**src/rtl/muldiv_pkg.sv**
```systemverilog
// Shared encodings and defaults for the iterative multiply/divide unit.
package muldiv_pkg;

    localparam int unsigned MD_WIDTH = 32;
    localparam int unsigned OP_W     = 3;

    localparam logic [OP_W-1:0] OP_MULT  = 3'b000;
    localparam logic [OP_W-1:0] OP_MULTU = 3'b001;
    localparam logic [OP_W-1:0] OP_DIV   = 3'b010;
    localparam logic [OP_W-1:0] OP_DIVU  = 3'b011;
    localparam logic [OP_W-1:0] OP_MTHI  = 3'b100;
    localparam logic [OP_W-1:0] OP_MTLO  = 3'b101;

    typedef enum logic [1:0] {
        ST_IDLE = 2'd0,
        ST_MUL  = 2'd1,
        ST_DIV  = 2'd2,
        ST_FIX  = 2'd3
    } state_e;

    // Signed variants take absolute values and fix the sign at the end.
    function automatic logic op_is_signed(input logic [OP_W-1:0] op);
        return (op == OP_MULT) || (op == OP_DIV);
    endfunction

endpackage

```
**src/rtl/muldiv_sign_fix.sv**
```systemverilog
// Sign handling around the unsigned iterative core: operand magnitudes on the
// way in, conditional negation of product / quotient / remainder on the way out.
module muldiv_sign_fix
    import muldiv_pkg::*;
#(
    parameter int unsigned WIDTH = MD_WIDTH
) (
    input  logic             is_signed_i,
    input  logic [WIDTH-1:0] opa_i,
    input  logic [WIDTH-1:0] opb_i,
    output logic [WIDTH-1:0] abs_a_o,
    output logic [WIDTH-1:0] abs_b_o,
    input  logic             is_mul_i,
    input  logic             neg_res_i,
    input  logic             neg_rem_i,
    input  logic [WIDTH-1:0] res_hi_i,
    input  logic [WIDTH-1:0] res_lo_i,
    output logic [WIDTH-1:0] fix_hi_o,
    output logic [WIDTH-1:0] fix_lo_o
);

    localparam int unsigned PW = 2 * WIDTH;

    logic [PW-1:0] prod;
    logic [PW-1:0] prod_fix;

    // Magnitudes of the incoming operands (raw values for unsigned ops).
    always_comb begin
        abs_a_o = (is_signed_i && opa_i[WIDTH-1]) ? (~opa_i + WIDTH'(1)) : opa_i;
        abs_b_o = (is_signed_i && opb_i[WIDTH-1]) ? (~opb_i + WIDTH'(1)) : opb_i;
    end

    // Product negates as one double-width value; quotient and remainder separately.
    always_comb begin
        prod     = {res_hi_i, res_lo_i};
        prod_fix = neg_res_i ? (~prod + PW'(1)) : prod;
        if (is_mul_i) begin
            fix_hi_o = prod_fix[PW-1:WIDTH];
            fix_lo_o = prod_fix[WIDTH-1:0];
        end else begin
            fix_hi_o = neg_rem_i ? (~res_hi_i + WIDTH'(1)) : res_hi_i;
            fix_lo_o = neg_res_i ? (~res_lo_i + WIDTH'(1)) : res_lo_i;
        end
    end

endmodule

```
**src/rtl/muldiv_unit.sv**
```systemverilog
// Iterative MULT/MULTU/DIV/DIVU unit with architectural HI/LO registers.
// One result bit per cycle, then a single sign-fix cycle before HI/LO update.
module muldiv_unit
    import muldiv_pkg::*;
#(
    parameter int unsigned WIDTH = MD_WIDTH
) (
    input  logic             clk,
    input  logic             reset,
    input  logic [WIDTH-1:0] opA,
    input  logic [WIDTH-1:0] opB,
    input  logic [2:0]       op,
    input  logic             start,
    output logic             busy,
    output logic             done,
    output logic             div_by_zero,
    output logic [WIDTH-1:0] hi,
    output logic [WIDTH-1:0] lo
);

    localparam int unsigned CNT_W = $clog2(WIDTH);

    state_e           state_q;
    logic [CNT_W-1:0] cnt_q;
    logic [WIDTH-1:0] acc_q;      // product upper half / partial remainder
    logic [WIDTH-1:0] sh_q;       // multiplier shifting out / quotient shifting in
    logic [WIDTH-1:0] mcand_q;    // multiplicand or divisor magnitude
    logic [WIDTH-1:0] opa_raw_q;  // untouched dividend, returned on divide by zero
    logic             is_mul_q;
    logic             neg_res_q;
    logic             neg_rem_q;
    logic             dbz_q;

    logic             is_signed_c;
    logic             neg_res_c;
    logic             neg_rem_c;
    logic [WIDTH-1:0] abs_a;
    logic [WIDTH-1:0] abs_b;
    logic [WIDTH-1:0] fix_hi;
    logic [WIDTH-1:0] fix_lo;

    logic [WIDTH:0]   add_sum;
    logic [WIDTH:0]   trial;
    logic [WIDTH:0]   diff;
    logic             q_bit;
    logic [WIDTH-1:0] mul_acc_d;
    logic [WIDTH-1:0] mul_sh_d;
    logic [WIDTH-1:0] div_acc_d;
    logic [WIDTH-1:0] div_sh_d;

    // Result-sign flags derived from the operands presented with start.
    always_comb begin
        is_signed_c = op_is_signed(op);
        neg_res_c   = is_signed_c & (opA[WIDTH-1] ^ opB[WIDTH-1]);
        neg_rem_c   = is_signed_c & opA[WIDTH-1];
    end

    muldiv_sign_fix #(
        .WIDTH (WIDTH)
    ) u_sign_fix (
        .is_signed_i (is_signed_c),
        .opa_i       (opA),
        .opb_i       (opB),
        .abs_a_o     (abs_a),
        .abs_b_o     (abs_b),
        .is_mul_i    (is_mul_q),
        .neg_res_i   (neg_res_q),
        .neg_rem_i   (neg_rem_q),
        .res_hi_i    (acc_q),
        .res_lo_i    (sh_q),
        .fix_hi_o    (fix_hi),
        .fix_lo_o    (fix_lo)
    );

    // One shift-add step and one restoring-divide step per cycle.
    always_comb begin
        add_sum   = {1'b0, acc_q} + (sh_q[0] ? {1'b0, mcand_q} : '0);
        mul_acc_d = add_sum[WIDTH:1];
        mul_sh_d  = {add_sum[0], sh_q[WIDTH-1:1]};

        trial     = {acc_q, sh_q[WIDTH-1]};
        diff      = trial - {1'b0, mcand_q};
        q_bit     = ~diff[WIDTH];
        div_acc_d = q_bit ? diff[WIDTH-1:0] : trial[WIDTH-1:0];
        div_sh_d  = {sh_q[WIDTH-2:0], q_bit};
    end

    // Control FSM plus iterative datapath and HI/LO registers.
    always_ff @(posedge clk or posedge reset) begin
        if (reset) begin
            state_q     <= ST_IDLE;
            cnt_q       <= '0;
            acc_q       <= '0;
            sh_q        <= '0;
            mcand_q     <= '0;
            opa_raw_q   <= '0;
            is_mul_q    <= 1'b0;
            neg_res_q   <= 1'b0;
            neg_rem_q   <= 1'b0;
            dbz_q       <= 1'b0;
            busy        <= 1'b0;
            done        <= 1'b0;
            div_by_zero <= 1'b0;
            hi          <= '0;
            lo          <= '0;
        end else begin
            done        <= 1'b0;
            div_by_zero <= 1'b0;
            case (state_q)
                ST_IDLE: begin
                    if (start) begin
                        case (op)
                            OP_MTHI: hi <= opA;
                            OP_MTLO: lo <= opA;
                            OP_MULT, OP_MULTU: begin
                                state_q   <= ST_MUL;
                                busy      <= 1'b1;
                                cnt_q     <= CNT_W'(WIDTH - 1);
                                acc_q     <= '0;
                                sh_q      <= abs_b;
                                mcand_q   <= abs_a;
                                opa_raw_q <= opA;
                                is_mul_q  <= 1'b1;
                                neg_res_q <= neg_res_c;
                                neg_rem_q <= neg_rem_c;
                                dbz_q     <= 1'b0;
                            end
                            OP_DIV, OP_DIVU: begin
                                state_q   <= ST_DIV;
                                busy      <= 1'b1;
                                cnt_q     <= CNT_W'(WIDTH - 1);
                                acc_q     <= '0;
                                sh_q      <= abs_a;
                                mcand_q   <= abs_b;
                                opa_raw_q <= opA;
                                is_mul_q  <= 1'b0;
                                neg_res_q <= neg_res_c;
                                neg_rem_q <= neg_rem_c;
                                dbz_q     <= (opB == '0);
                            end
                            default: ;
                        endcase
                    end
                end
                ST_MUL: begin
                    acc_q <= mul_acc_d;
                    sh_q  <= mul_sh_d;
                    if (cnt_q == '0) begin
                        state_q <= ST_FIX;
                    end else begin
                        cnt_q <= cnt_q - CNT_W'(1);
                    end
                end
                ST_DIV: begin
                    acc_q <= div_acc_d;
                    sh_q  <= div_sh_d;
                    if (cnt_q == '0) begin
                        state_q <= ST_FIX;
                    end else begin
                        cnt_q <= cnt_q - CNT_W'(1);
                    end
                end
                ST_FIX: begin
                    state_q     <= ST_IDLE;
                    busy        <= 1'b0;
                    done        <= 1'b1;
                    div_by_zero <= dbz_q;
                    if (dbz_q) begin
                        hi <= opa_raw_q;
                        lo <= '1;
                    end else begin
                        hi <= fix_hi;
                        lo <= fix_lo;
                    end
                end
                default: state_q <= ST_IDLE;
            endcase
        end
    end

endmodule

```
**config.mk**
```make
export PLATFORM = sky130hd
export DESIGN_NAME = muldiv_unit
export DESIGN_NICKNAME = d
export VERILOG_FILES = /design/src/rtl/muldiv_pkg.sv /design/src/rtl/muldiv_sign_fix.sv /design/src/rtl/muldiv_unit.sv
export SDC_FILE = /design/constraint.sdc
export NUM_CORES = 1
export LEC_CHECK = 0
export ABC_AREA = 1
export CAP_MARGIN = 20
export CORE_MARGIN = 4
export CORE_UTILIZATION = 60
export DETAILED_ROUTE_END_ITERATION = 10
export PLACE_DENSITY_LB_ADDON = 0.25
export SLEW_MARGIN = 20
export SYNTH_ARGS = -nofsm -noshare
export SYNTH_HDL_FRONTEND = slang
export SYNTH_SLANG_ARGS = --single-unit
```
**constraint.sdc**
```tcl
create_clock -name clk -period 10.2 [get_ports clk]
set_input_delay 2.04 -clock clk [delete_from_list [all_inputs] [get_ports clk]]
set_output_delay 2.04 -clock clk [all_outputs]
set_load 0.03 [all_outputs]
```
==> flow_summary.yaml <==
status:
  outcome: "finished, final reports clean"
run:
  cap_viol_max_count: 0
critical_path:
  slowest_delay_ns: 0.86
  r2r_slack_ns: 5.80
  critPathBufInv: 4
  arrival_ns: 5.56
  r2r_end: "lo[12]"
  cp_max_fo: 72
  reg2regPathDepth: 8
  required_ns: 10.65
  startpoint_type: "input pin"
  cp_top_family: "buffers and inverters"
  criticalPathCategory: "input pin to flop"
  path_cells: "clkdlybuf4s50_1 -> nand2_1 -> nor2_4 -> buf_4 -> inv_2 -> nor2_2 -> clkinv_1 -> o221ai_1"
  end_kind: "flop"
  r2r_start: "state_q[0]"
  slowest_stage: "nor2_2"
synth:
  syn-cell-area_sq_um: 19400
  synthCells: 3275
  ys_warn_count: 0
  syn_avg_cell_area_sq_um: 5.93
  async_reset_ff_share_pct: 100
  post_synth_num_cell_types: 50
  ys_top_cells_by_area: "dfrtp_1 (27%), nand2_1 (20%), inv_1 (8.7%)"
  ys.flop_type: "dfrtp_1"
  yosys.area.top_type: "dfrtp_1"
  synth-edff-count: 0
  seq_area_frac_synth_pct: 26.5
  synth-seq-cells: 206
  syn-num-nets: 3421
  synth_top_area_share_pct: 26.5
placement:
  numPortBuffers: 136
  pre_cts_ws_ns: 4.65
  dpl.hpwl_um: 64000
  globalplace.congestion: 1.14
final_layout:
  fill_cells: 2893
  final_util_pct: 68.8
  syn_to_final_growth_pct: 12.4
  seq_area_sq_um: 5150
  nets: 3493
  layout-drive-gt1-share_pct: 3.18
  multi_input_area_sq_um: 12100
timing:
  slew_violations: 0
  setup_tns_ns: 0
  skew_ns: 0.0305
  fmax_mhz: 196
  rsz0062_at_grt: "no"
  postLayoutSetupSlackWorst_ns: 5.10
  max_slew.worst_pin.slew_ns: 1.05
  setup_violations: 0
  fin_hold_ws_ns: 0.497
  max_slew_margin_pct: 29.9
  hold_violations: 0
  min_period_ns: 5.10
  period_share_pct: 50.0
global_route:
  antenna_found_initial: 2
  gr-total-overflow: 0
  grt_max_degree: 132
  grt_pass1_vias: 21958
  grt_pass1_wl_um: 123000
  track_usage_pct: 44.3
clock_tree:
  cts.sinks: 206
  cts_tree: "done"
  clk_pin_slew_worst_paths_ns: 0.07
  cts-root-buf: "clkbuf_16"
  cts-hold-fix-buffers: 0
  post-cts-setup-buffers: 0
  cts_resized: 0
  clk_latency_ns: 0.55
  cts_buffer_depth: 3
  htree_levels: 1
  cts-buffers-inserted: 24
floorplanning:
  rows: 65
  dieArea_sq_um: 35300
  initial_utilization_pct: 61.2
  die_w_um: 188
  boundaryPins: 137
  fp.dieH_um: 188
  core_area_sq_um: 31700
pwr:
  total_power_w: 0.00897
  total_leakage_power_nw: 11.5
  ir_drop_mv: 0.657
  power_density_nw_per_um2: 411
routing:
  antenna_left: 0
  dr.first_iter.drc_count: 3766
  route.detailed.drc: 0
  wirelength_um: 81900
  routed_via_density: 6.28
  vias: 23655
  wl_per_cell_um: 21.7
  first_pass_iters: 9
hold_path:
  hold_path.startpoint: "opa_raw_q[2]"
  whs_endpoint: "opa_raw_q[2]"
  hold_class: "flop to flop"
  holdPathStages: 2
routing by layer:
layer | part of all wire (%) | track usage (%) | routed length [um] | vias to the layer above
li1 | - | - | - | 10677
met1 | 36 | 56.6 | 29600 | 10723
met2 | 41 | 66.0 | 34000 | 1853
met3 | 14 | 12.1 | 11200 | 400
met4 | 8.7 | 28.8 | 7100 | 2
met5 | 0.016 | 0 | 13 | -
cells by family after synthesis:
kind of cell,share of synthesized area (%)
AOI/OAI and AO/OA,15.5
buffers and inverters,11.2
DFF,26.5
and+or+nand+nor,39.4
xor gates and xnor gates,2.30
adders and majority gates,4.97
tightest hold or removal path, cell delays in order (launching register included):
cell	delay, ns
dfrtp_1	0.35
nand2_1	0.05
o21ai_0	0.06
synth_stat cells (2+ instances only):
cell type and count:
a211oi_1 2, a21boi_0 3, a21o_1 7, a21oi_1 176
a22oi_1 37, a31oi_1 4, and2_1 3, buf_1 7
buf_2 20, buf_4 3, clkbuf_1 79, clkinv_1 3
dfrtp_1 206, fa_1 2, ha_1 74, inv_1 451
inv_2 8, nand2_1 1030, nand2_2 8, nand2_4 4
nand3_1 291, nand3_2 3, nand3b_1 19, nand4_1 36
nor2_1 415, nor2_2 7, nor2_4 4, nor3_1 15
nor4_1 2, o211ai_1 22, o21a_1 3, o21ai_0 184
o21ai_1 10, o21ai_2 2, o21bai_1 4, o221ai_1 12
o22a_1 10, o22ai_1 31, o31ai_1 4, o32a_1 8
or2_2 8, xnor2_1 9, xor2_1 42
state kept, by name, summed over array words and instances (netlist names), 2 cells and up:
name	count
opa_raw_q	32
cnt_q	5
lo	32
hi	32
acc_q	32
sh_q	32
state_q	2
mcand_q	32
report_power, final:
part / internal, W / switching, W
Combinational: 0.00193 / 0.00445
Clock: 0.000534 / 0.000377
Sequential: 0.00121 / 0.000469
layout make-up:
class | count | share of cell area (%)
clock inverters | 10 | 0.693
multi-input cells | 2498 | 55.4
diodes | 1 | 0.0115
inverters | 462 | 7.98
well taps | 402 | 2.30
clock buffers | 32 | 3.03
flip-flops and latches | 206 | 23.6
repair buffers | 155 | 6.98
how the worst max path moves through the flow:
| stage | cells after the start | slack, ns | start | endpoint |
|---|---|---|---|---|
| 4_1_cts | 8 | 5.21 | start | mcand_q[18] |
| 3_5_place_dp | 8 | 4.65 | start | mcand_q[18] |
| 2_1_floorplan | 1 | 2.54 | reset | acc_q[0] |
| 6_report | 8 | 5.10 | start | mcand_q[18] |
| 5_1_grt | 8 | 4.89 | start | mcand_q[18] |
| 3_3_place_gp | 8 | 4.82 | start | mcand_q[1] |
per-stage QoR:
step	instances	instance area (sq um)
4_1_cts	3764	21800
2_1_floorplan	3275	19400
6_report	3766	21800
3_3_place_gp	3722	21000
5_1_grt	3765	21800
3_5_place_dp	3722	21000
cell usage in the layout, fill, tap and decap left out, types with 36 or more instances in the layout:
| cell | n |
|---|---|
| nand2_1 | 1030 |
| a22oi_1 | 37 |
| clkdlybuf4s50_1 | 136 |
| nor2_1 | 414 |
| xor2_1 | 42 |
| a21oi_1 | 176 |
| nand4_1 | 36 |
| ha_1 | 73 |
| o21ai_0 | 184 |
| nand3_1 | 291 |
| dfrtp_1 | 206 |
| inv_1 | 449 |
No activity file was read; power rests on OpenSTA's default activity.
